$ cat src/rtl/decode_stage_pkg.sv
// Shared constants and types for the decode stage: opcodes, ALU op encoding,
// control bundle and the ID/EX register layout.
package decode_stage_pkg;

  localparam int unsigned INST_SIZE = 32;
  localparam logic [INST_SIZE-1:0] INST_SIZE_ZEROS = '0;

  localparam logic [6:0] OpLui    = 7'b0110111;
  localparam logic [6:0] OpAuipc  = 7'b0010111;
  localparam logic [6:0] OpJal    = 7'b1101111;
  localparam logic [6:0] OpJalr   = 7'b1100111;
  localparam logic [6:0] OpBranch = 7'b1100011;
  localparam logic [6:0] OpLoad   = 7'b0000011;
  localparam logic [6:0] OpStore  = 7'b0100011;
  localparam logic [6:0] OpImm    = 7'b0010011;
  localparam logic [6:0] OpReg    = 7'b0110011;

  typedef enum logic [3:0] {
    AluAdd   = 4'd0,
    AluSub   = 4'd1,
    AluSll   = 4'd2,
    AluSlt   = 4'd3,
    AluSltu  = 4'd4,
    AluXor   = 4'd5,
    AluSrl   = 4'd6,
    AluSra   = 4'd7,
    AluOr    = 4'd8,
    AluAnd   = 4'd9,
    AluPassB = 4'd10
  } alu_op_e;

  typedef struct packed {
    alu_op_e alu_op;
    logic    alu_src;
    logic    pc_src;
    logic    reg_we;
    logic    mem_re;
    logic    mem_we;
    logic    branch;
    logic    jump;
    logic    illegal;
  } ctrl_t;

  typedef struct packed {
    logic [INST_SIZE-1:0] pc;
    logic [INST_SIZE-1:0] rs1_val;
    logic [INST_SIZE-1:0] rs2_val;
    logic [INST_SIZE-1:0] imm;
    logic [4:0]           rd;
    logic [4:0]           rs1;
    logic [4:0]           rs2;
    logic [2:0]           funct3;
    ctrl_t                ctrl;
  } idex_t;

  // alt selects SUB over ADD and SRA over SRL.
  function automatic alu_op_e alu_from_funct3(input logic [2:0] funct3, input logic alt);
    alu_op_e op;
    case (funct3)
      3'b000:  op = alt ? AluSub : AluAdd;
      3'b001:  op = AluSll;
      3'b010:  op = AluSlt;
      3'b011:  op = AluSltu;
      3'b100:  op = AluXor;
      3'b101:  op = alt ? AluSra : AluSrl;
      3'b110:  op = AluOr;
      default: op = AluAnd;
    endcase
    return op;
  endfunction

endpackage

$ cat src/rtl/decode_stage_register_file.sv
// 32x32 architectural register file: synchronous reset, one write port,
// two combinational read ports with write-through bypass. x0 reads as zero.
module decode_stage_register_file #(
  parameter int unsigned XLEN  = 32,
  parameter int unsigned NREGS = 32,
  localparam int unsigned AW   = $clog2(NREGS)
) (
  input  logic            clk,
  input  logic            rst,
  input  logic            we,
  input  logic [AW-1:0]   waddr,
  input  logic [XLEN-1:0] wdata,
  input  logic [AW-1:0]   raddr_a,
  input  logic [AW-1:0]   raddr_b,
  output logic [XLEN-1:0] rdata_a,
  output logic [XLEN-1:0] rdata_b
);

  logic [XLEN-1:0] regs [NREGS];

  // Storage update; writes to x0 are dropped.
  always_ff @(posedge clk) begin
    if (rst) begin
      regs <= '{default: '0};
    end else if (we && (waddr != '0)) begin
      regs[waddr] <= wdata;
    end
  end

  // Reads see a same-cycle writeback to the same register.
  always_comb begin
    rdata_a = '0;
    rdata_b = '0;
    if (raddr_a != '0) rdata_a = (we && (waddr == raddr_a)) ? wdata : regs[raddr_a];
    if (raddr_b != '0) rdata_b = (we && (waddr == raddr_b)) ? wdata : regs[raddr_b];
  end

endmodule

$ cat src/rtl/decode_stage.sv
// RV32I decode stage: instruction decode, immediate generation, register file
// read, load-use hazard detection and the ID/EX pipeline register.
module decode_stage
  import decode_stage_pkg::*;
#(
  parameter int unsigned XLEN  = 32,
  parameter int unsigned NREGS = 32
) (
  input  logic            clk,
  input  logic            rst,
  input  logic [XLEN-1:0] InstrD,
  input  logic [XLEN-1:0] PC_DE,
  input  logic            FLUSH,
  input  logic            WB_EN,
  input  logic [4:0]      WB_RD,
  input  logic [XLEN-1:0] WB_DATA,
  output logic            STALL_F,
  output logic [XLEN-1:0] PC_E,
  output logic [XLEN-1:0] RS1_VAL,
  output logic [XLEN-1:0] RS2_VAL,
  output logic [XLEN-1:0] IMM_E,
  output logic [4:0]      RD_E,
  output logic [4:0]      RS1_E,
  output logic [4:0]      RS2_E,
  output logic [2:0]      FUNCT3_E,
  output logic [3:0]      ALU_OP_E,
  output logic            ALU_SRC_E,
  output logic            PC_SRC_E,
  output logic            REG_WE_E,
  output logic            MEM_RE_E,
  output logic            MEM_WE_E,
  output logic            BRANCH_E,
  output logic            JUMP_E,
  output logic            ILLEGAL_E
);

  logic [6:0]      opcode;
  logic [4:0]      rd, rs1, rs2;
  logic [2:0]      funct3;
  logic [6:0]      funct7;
  logic [XLEN-1:0] imm_i, imm_s, imm_b, imm_u, imm_j, imm;
  logic [XLEN-1:0] rs1_val, rs2_val;
  logic            legal, uses_rs1, uses_rs2, stall_raw;
  ctrl_t           ctrl;
  idex_t           idex_d, idex_q;

  assign opcode = InstrD[6:0];
  assign rd     = InstrD[11:7];
  assign funct3 = InstrD[14:12];
  assign rs1    = InstrD[19:15];
  assign rs2    = InstrD[24:20];
  assign funct7 = InstrD[31:25];

  assign imm_i = {{20{InstrD[31]}}, InstrD[31:20]};
  assign imm_s = {{20{InstrD[31]}}, InstrD[31:25], InstrD[11:7]};
  assign imm_b = {{19{InstrD[31]}}, InstrD[31], InstrD[7], InstrD[30:25], InstrD[11:8], 1'b0};
  assign imm_u = {InstrD[31:12], 12'b0};
  assign imm_j = {{11{InstrD[31]}}, InstrD[31], InstrD[19:12], InstrD[20], InstrD[30:21], 1'b0};

  decode_stage_register_file #(
    .XLEN  (XLEN),
    .NREGS (NREGS)
  ) u_register_file (
    .clk     (clk),
    .rst     (rst),
    .we      (WB_EN),
    .waddr   (WB_RD),
    .wdata   (WB_DATA),
    .raddr_a (rs1),
    .raddr_b (rs2),
    .rdata_a (rs1_val),
    .rdata_b (rs2_val)
  );

  // Opcode decode into control bundle, immediate and source-register usage.
  always_comb begin
    ctrl        = '0;
    ctrl.alu_op = AluAdd;
    imm         = '0;
    legal       = 1'b1;
    uses_rs1    = 1'b0;
    uses_rs2    = 1'b0;
    case (opcode)
      OpLui: begin
        imm = imm_u; ctrl.alu_op = AluPassB; ctrl.alu_src = 1'b1; ctrl.reg_we = 1'b1;
      end
      OpAuipc: begin
        imm = imm_u; ctrl.pc_src = 1'b1; ctrl.alu_src = 1'b1; ctrl.reg_we = 1'b1;
      end
      OpJal: begin
        imm = imm_j; ctrl.jump = 1'b1; ctrl.pc_src = 1'b1; ctrl.reg_we = 1'b1;
      end
      OpJalr: begin
        imm = imm_i; ctrl.jump = 1'b1; ctrl.alu_src = 1'b1; ctrl.reg_we = 1'b1;
        uses_rs1 = 1'b1;
        legal    = (funct3 == 3'b000);
      end
      OpBranch: begin
        imm = imm_b; ctrl.branch = 1'b1; ctrl.alu_op = AluSub;
        uses_rs1 = 1'b1; uses_rs2 = 1'b1;
        legal    = (funct3 != 3'b010) && (funct3 != 3'b011);
      end
      OpLoad: begin
        imm = imm_i; ctrl.mem_re = 1'b1; ctrl.reg_we = 1'b1; ctrl.alu_src = 1'b1;
        uses_rs1 = 1'b1;
        legal    = (funct3 != 3'b011) && (funct3 != 3'b110) && (funct3 != 3'b111);
      end
      OpStore: begin
        imm = imm_s; ctrl.mem_we = 1'b1; ctrl.alu_src = 1'b1;
        uses_rs1 = 1'b1; uses_rs2 = 1'b1;
        legal    = (funct3 <= 3'b010);
      end
      OpImm: begin
        imm = imm_i; ctrl.alu_src = 1'b1; ctrl.reg_we = 1'b1;
        // Only the shift-right encoding lets funct7[5] alter the op; ADDI keeps its sign bit.
        ctrl.alu_op = alu_from_funct3(funct3, (funct3 == 3'b101) && funct7[5]);
        uses_rs1 = 1'b1;
        if ((funct3 == 3'b001) || (funct3 == 3'b101)) begin
          legal = (funct7 == 7'b0000000) || (funct7 == 7'b0100000);
        end
      end
      OpReg: begin
        ctrl.reg_we = 1'b1;
        ctrl.alu_op = alu_from_funct3(funct3, funct7[5]);
        uses_rs1 = 1'b1; uses_rs2 = 1'b1;
        legal    = (funct7 == 7'b0000000) || (funct7 == 7'b0100000);
      end
      default: legal = 1'b0;
    endcase

    // The all-zero word is fetch's bubble, not a fault.
    if (InstrD == INST_SIZE_ZEROS) begin
      ctrl     = '0;
      uses_rs1 = 1'b0;
      uses_rs2 = 1'b0;
    end else if (!legal) begin
      ctrl         = '0;
      ctrl.illegal = 1'b1;
      uses_rs1     = 1'b0;
      uses_rs2     = 1'b0;
    end
  end

  // Load-use hazard against the load currently in execute.
  always_comb begin
    stall_raw = idex_q.ctrl.mem_re && (idex_q.rd != 5'd0) &&
                ((uses_rs1 && (rs1 == idex_q.rd)) || (uses_rs2 && (rs2 == idex_q.rd)));
    STALL_F   = stall_raw && !FLUSH && !rst;
  end

  // Next ID/EX contents: bubble on flush or stall, decoded values otherwise.
  always_comb begin
    idex_d = '0;
    if (!FLUSH && !stall_raw) begin
      idex_d.pc      = PC_DE;
      idex_d.rs1_val = rs1_val;
      idex_d.rs2_val = rs2_val;
      idex_d.imm     = imm;
      idex_d.rd      = rd;
      idex_d.rs1     = rs1;
      idex_d.rs2     = rs2;
      idex_d.funct3  = funct3;
      idex_d.ctrl    = ctrl;
    end
  end

  // ID/EX pipeline register.
  always_ff @(posedge clk) begin
    if (rst) idex_q <= '0;
    else     idex_q <= idex_d;
  end

  assign PC_E      = idex_q.pc;
  assign RS1_VAL   = idex_q.rs1_val;
  assign RS2_VAL   = idex_q.rs2_val;
  assign IMM_E     = idex_q.imm;
  assign RD_E      = idex_q.rd;
  assign RS1_E     = idex_q.rs1;
  assign RS2_E     = idex_q.rs2;
  assign FUNCT3_E  = idex_q.funct3;
  assign ALU_OP_E  = idex_q.ctrl.alu_op;
  assign ALU_SRC_E = idex_q.ctrl.alu_src;
  assign PC_SRC_E  = idex_q.ctrl.pc_src;
  assign REG_WE_E  = idex_q.ctrl.reg_we;
  assign MEM_RE_E  = idex_q.ctrl.mem_re;
  assign MEM_WE_E  = idex_q.ctrl.mem_we;
  assign BRANCH_E  = idex_q.ctrl.branch;
  assign JUMP_E    = idex_q.ctrl.jump;
  assign ILLEGAL_E = idex_q.ctrl.illegal;

endmodule
$ cat config.mk
export PLATFORM = sky130hd
export DESIGN_NAME = decode_stage
export DESIGN_NICKNAME = d
export VERILOG_FILES = /design/src/rtl/decode_stage_pkg.sv /design/src/rtl/decode_stage_register_file.sv /design/src/rtl/decode_stage.sv
export SDC_FILE = /design/constraint.sdc
export NUM_CORES = 2
export LEC_CHECK = 0
export BUFFER_PORTS_ARGS = -buffer_cell sky130_fd_sc_hd__buf_2
export CAP_MARGIN = 20
export CORE_MARGIN = 4
export CORE_UTILIZATION = 56
export CTS_CLUSTER_DIAMETER = 60
export DETAILED_ROUTE_END_ITERATION = 10
export PLACE_DENSITY = 0.75
export SKIP_CTS_REPAIR_TIMING = 1
export SLEW_MARGIN = 20
export SYNTH_ARGS = -nofsm -noshare
export SYNTH_HDL_FRONTEND = slang
export SYNTH_SLANG_ARGS = --single-unit
$ cat constraint.sdc
create_clock -name clk -period 2.2 [get_ports clk]
set_input_delay 0.44 -clock clk [delete_from_list [all_inputs] [get_ports clk]]
set_output_delay 0.44 -clock clk [all_outputs]
set_load 0.01 [all_outputs]
==> results.txt <==
worst-case clock buffer depth: 3
Routability Congestion: 1.00
Yosys reg bits: 1182
total of max-cap violations: 0
sink count of the clock tree: 1182
Die Ht: 327 microns
Rows: 116
worst reg-to-reg path cell count: 9
Synthesis Warnings: 0
Yosys cell types: 64
FF/Latch Area: 23700 sq um
CTS tree: built
WL final: 231000 microns
Detailed Place HPWL: 148000 microns
PortBufs: 263
Crit path required time: 1.76 ns
post-synthesis async set-or-reset flop share: 0%
die width: 327 microns
Cell Pwr Density: 705 nW/um^2
CTS buffer count: 120
setup violators final: 119
Worst-Skew Late Latency: 0.75 ns
Mapped Nets: 6425
share of cells above drive strength 1: 24.8%
GRT Total Usage: 41.6%
post-DR vias/cell: 6.81
initial antenna violation count: 20
EDFF count, synth: 0
synthesized area per cell: 9.00 sq um
Mapped Cells: 6320
initial DRC count: 8965
Worst Path Arrival: 2.45 ns
DR vias: 55200
mapped cell area: 56800 sq um
CORE AREA: 100000 sq um
Peak VDD IR: 693 uV
CP Launch Type: flop
GR Overflow Total: 0
critical path type: reg -> out
Clock Skew: 0.0378 ns
Total Power: 48.3 mW
Finished Core Util: 68.3%
worst r2r src: RD_E[2]
H-tree Lvls: 3
crit end category: output port
Final WS setup: -0.687 ns
Worst Hold End: IMM_E[25]
Final Hold Vio Count: 0
RSZ-0062 raised after global routing: true
Worst-path clk slew: 0.06 ns
Top Ports: 264
fin nets: 6745
Hold Path Origin: InstrD[25]
Initial Util: 56.6%
Worst Setup SP: RD_E[2]
Syn-to-layout area delta: 20.6%
sequential share of the synthesized area: 41.6%
Final Max Tran Viols: 0
critical path peak fanout: 3
ANT nets after route: 0
CTS root buffer: clkbuf_16
Final Cycle Share: 131%
Final Critical Period: 2.89 ns
first-pass GRT wire length: 333000 microns
detailed-route wire length per cell: 28.5 microns
worst reg2reg setup slack: -0.13 ns
failing checks: DRC, setup timing
FILL cells: 7470
Hold Path Class: in -> reg
status: complete, but fails checks
die area: 107000 sq um
Leak: 23.9 nW
Slew HR: 23.1%
TritonRoute pass-1 iters: 11
Residual DRC: 3
hold depth: 3
vias in the first global route: 52900
top_reg_cell synth: dfxtp_1
pin count of the biggest net entering global routing: 232
FMAX: 0.346 GHz
area taken by multi-input logic gates: 30800 sq um
Least-Margin Pin Slew: 1.15 ns
RR Endpoint: IMM_E[6]
## synthesized netlist by cell type, drive strengths merged (10+ instances only)
library cell | number | area (sq um)
a211oi | 57 | 433
a21oi | 1086 | 5440
a22oi | 102 | 766
and2 | 62 | 388
and3 | 54 | 338
buf | 134 | 758
clkbuf | 531 | 2030
dfxtp | 1182 | 23700
mux2 | 17 | 191
mux2i | 81 | 811
mux4 | 513 | 11600
nand2 | 2088 | 7840
nand3 | 17 | 90.1
nor2 | 74 | 278
nor2b | 95 | 594
nor3 | 62 | 460
o21ai | 10 | 65.1
o22ai | 60 | 382
xor2 | 17 | 149
## sequential cells by signal, summed over array words and instances, names as in the netlist, 3 cells and up
name,cells
ALU_OP_E,4
FUNCT3_E,3
IMM_E,32
PC_E,32
RD_E,5
RS1_E,5
RS1_VAL,32
RS2_E,5
RS2_VAL,32
u_register_file.regs,1024
## layout by cell type, fill, tap and decap left out, types with 33 or more instances in the layout
master	instances
nand2_1	2060
dfxtp_1	1181
a21oi_1	1083
mux4_2	513
buf_4	389
buf_2	254
buf_12	165
clkbuf_16	125
a22oi_1	102
nor2b_1	93
mux2i_1	81
o22ai_1	59
and2_1	58
a211oi_1	56
and3_1	54
nor2_1	45
dlygate4sd3_1	40
nor3_2	33
## per-layer routing
layer | global-route usage, % | share of wire (%) | wire [microns]
met1 | 51.3 | 33 | 75300
met5 | 0 | 0.056 | 129
met2 | 59.2 | 41 | 94600
met3 | 15.5 | 17 | 39000
met4 | 31.5 | 9.6 | 22200
## report_power, final
part	internal [mW]	total (mW)	leakage (nW)	switching [mW]
logic	1.76	4.64	12.3	2.89
registers	21.6	21.8	9.54	0.185
clock network	12.8	21.9	2.07	9.02
## worst max-delay path, cell delays in order, from the launching register on
cell and delay, ns:
dfxtp_2 0.32, buf_6 0.12, xor2_4 0.15, a2111oi_4 0.35, nand4_1 0.19, a21o_1 0.22, nor3_2 0.20, buf_2 0.17
## how the worst max path moves through the flow
stage | endpoint | slack, ns | cells after the start
2_1_floorplan | STALL_F | -0.03 | 6
3_3_place_gp | IMM_E[7] | -0.47 | 8
3_5_place_dp | IMM_E[10] | -0.52 | 7
4_1_cts | STALL_F | -0.93 | 6
5_1_grt | STALL_F | -0.81 | 7
6_report | STALL_F | -0.69 | 7
## through the flow
stage | instance area [sq um] | hold slack, ns | cells | setup WS, ns | TNS, ns
4_1_cts | 67900 | -0.115 | 8047 | -0.928 | -21.62
6_report | 68600 | 0.0000613 | 8108 | -0.687 | -9.46
3_5_place_dp | 63700 | 0.457 | 7825 | -0.522 | -62.05
2_1_floorplan | 56900 | 0.441 | 6320 | -0.0291 | -0.0291
5_1_grt | 68500 | -0.00102 | 8098 | -0.808 | -22.73
3_3_place_gp | 63700 | 0.449 | 7825 | -0.472 | -60.60
## logic make-up after synthesis
logic type | Yosys count | synth area share, %
simple gates | 2492 | 18.1
mux | 611 | 22.1
buf+inv | 669 | 4.93
xor+xnor | 20 | 0.308
compound gates | 1346 | 12.9
flops | 1182 | 41.6
## final cells by class
| cell class | count | share of cell area (%) |
|---|---|---|
| tap | 1357 | 2.48 |
| antenna | 11 | 0.0402 |
| sequential | 1182 | 34.5 |
| clock inverter | 53 | 1.11 |
| multi-input combinational | 4469 | 44.9 |
| clock buffer | 169 | 5.05 |
| timing repair buffer | 863 | 11.9 |
| inverter | 4 | 0.0219 |
Power figures use the tool's default switching activity.
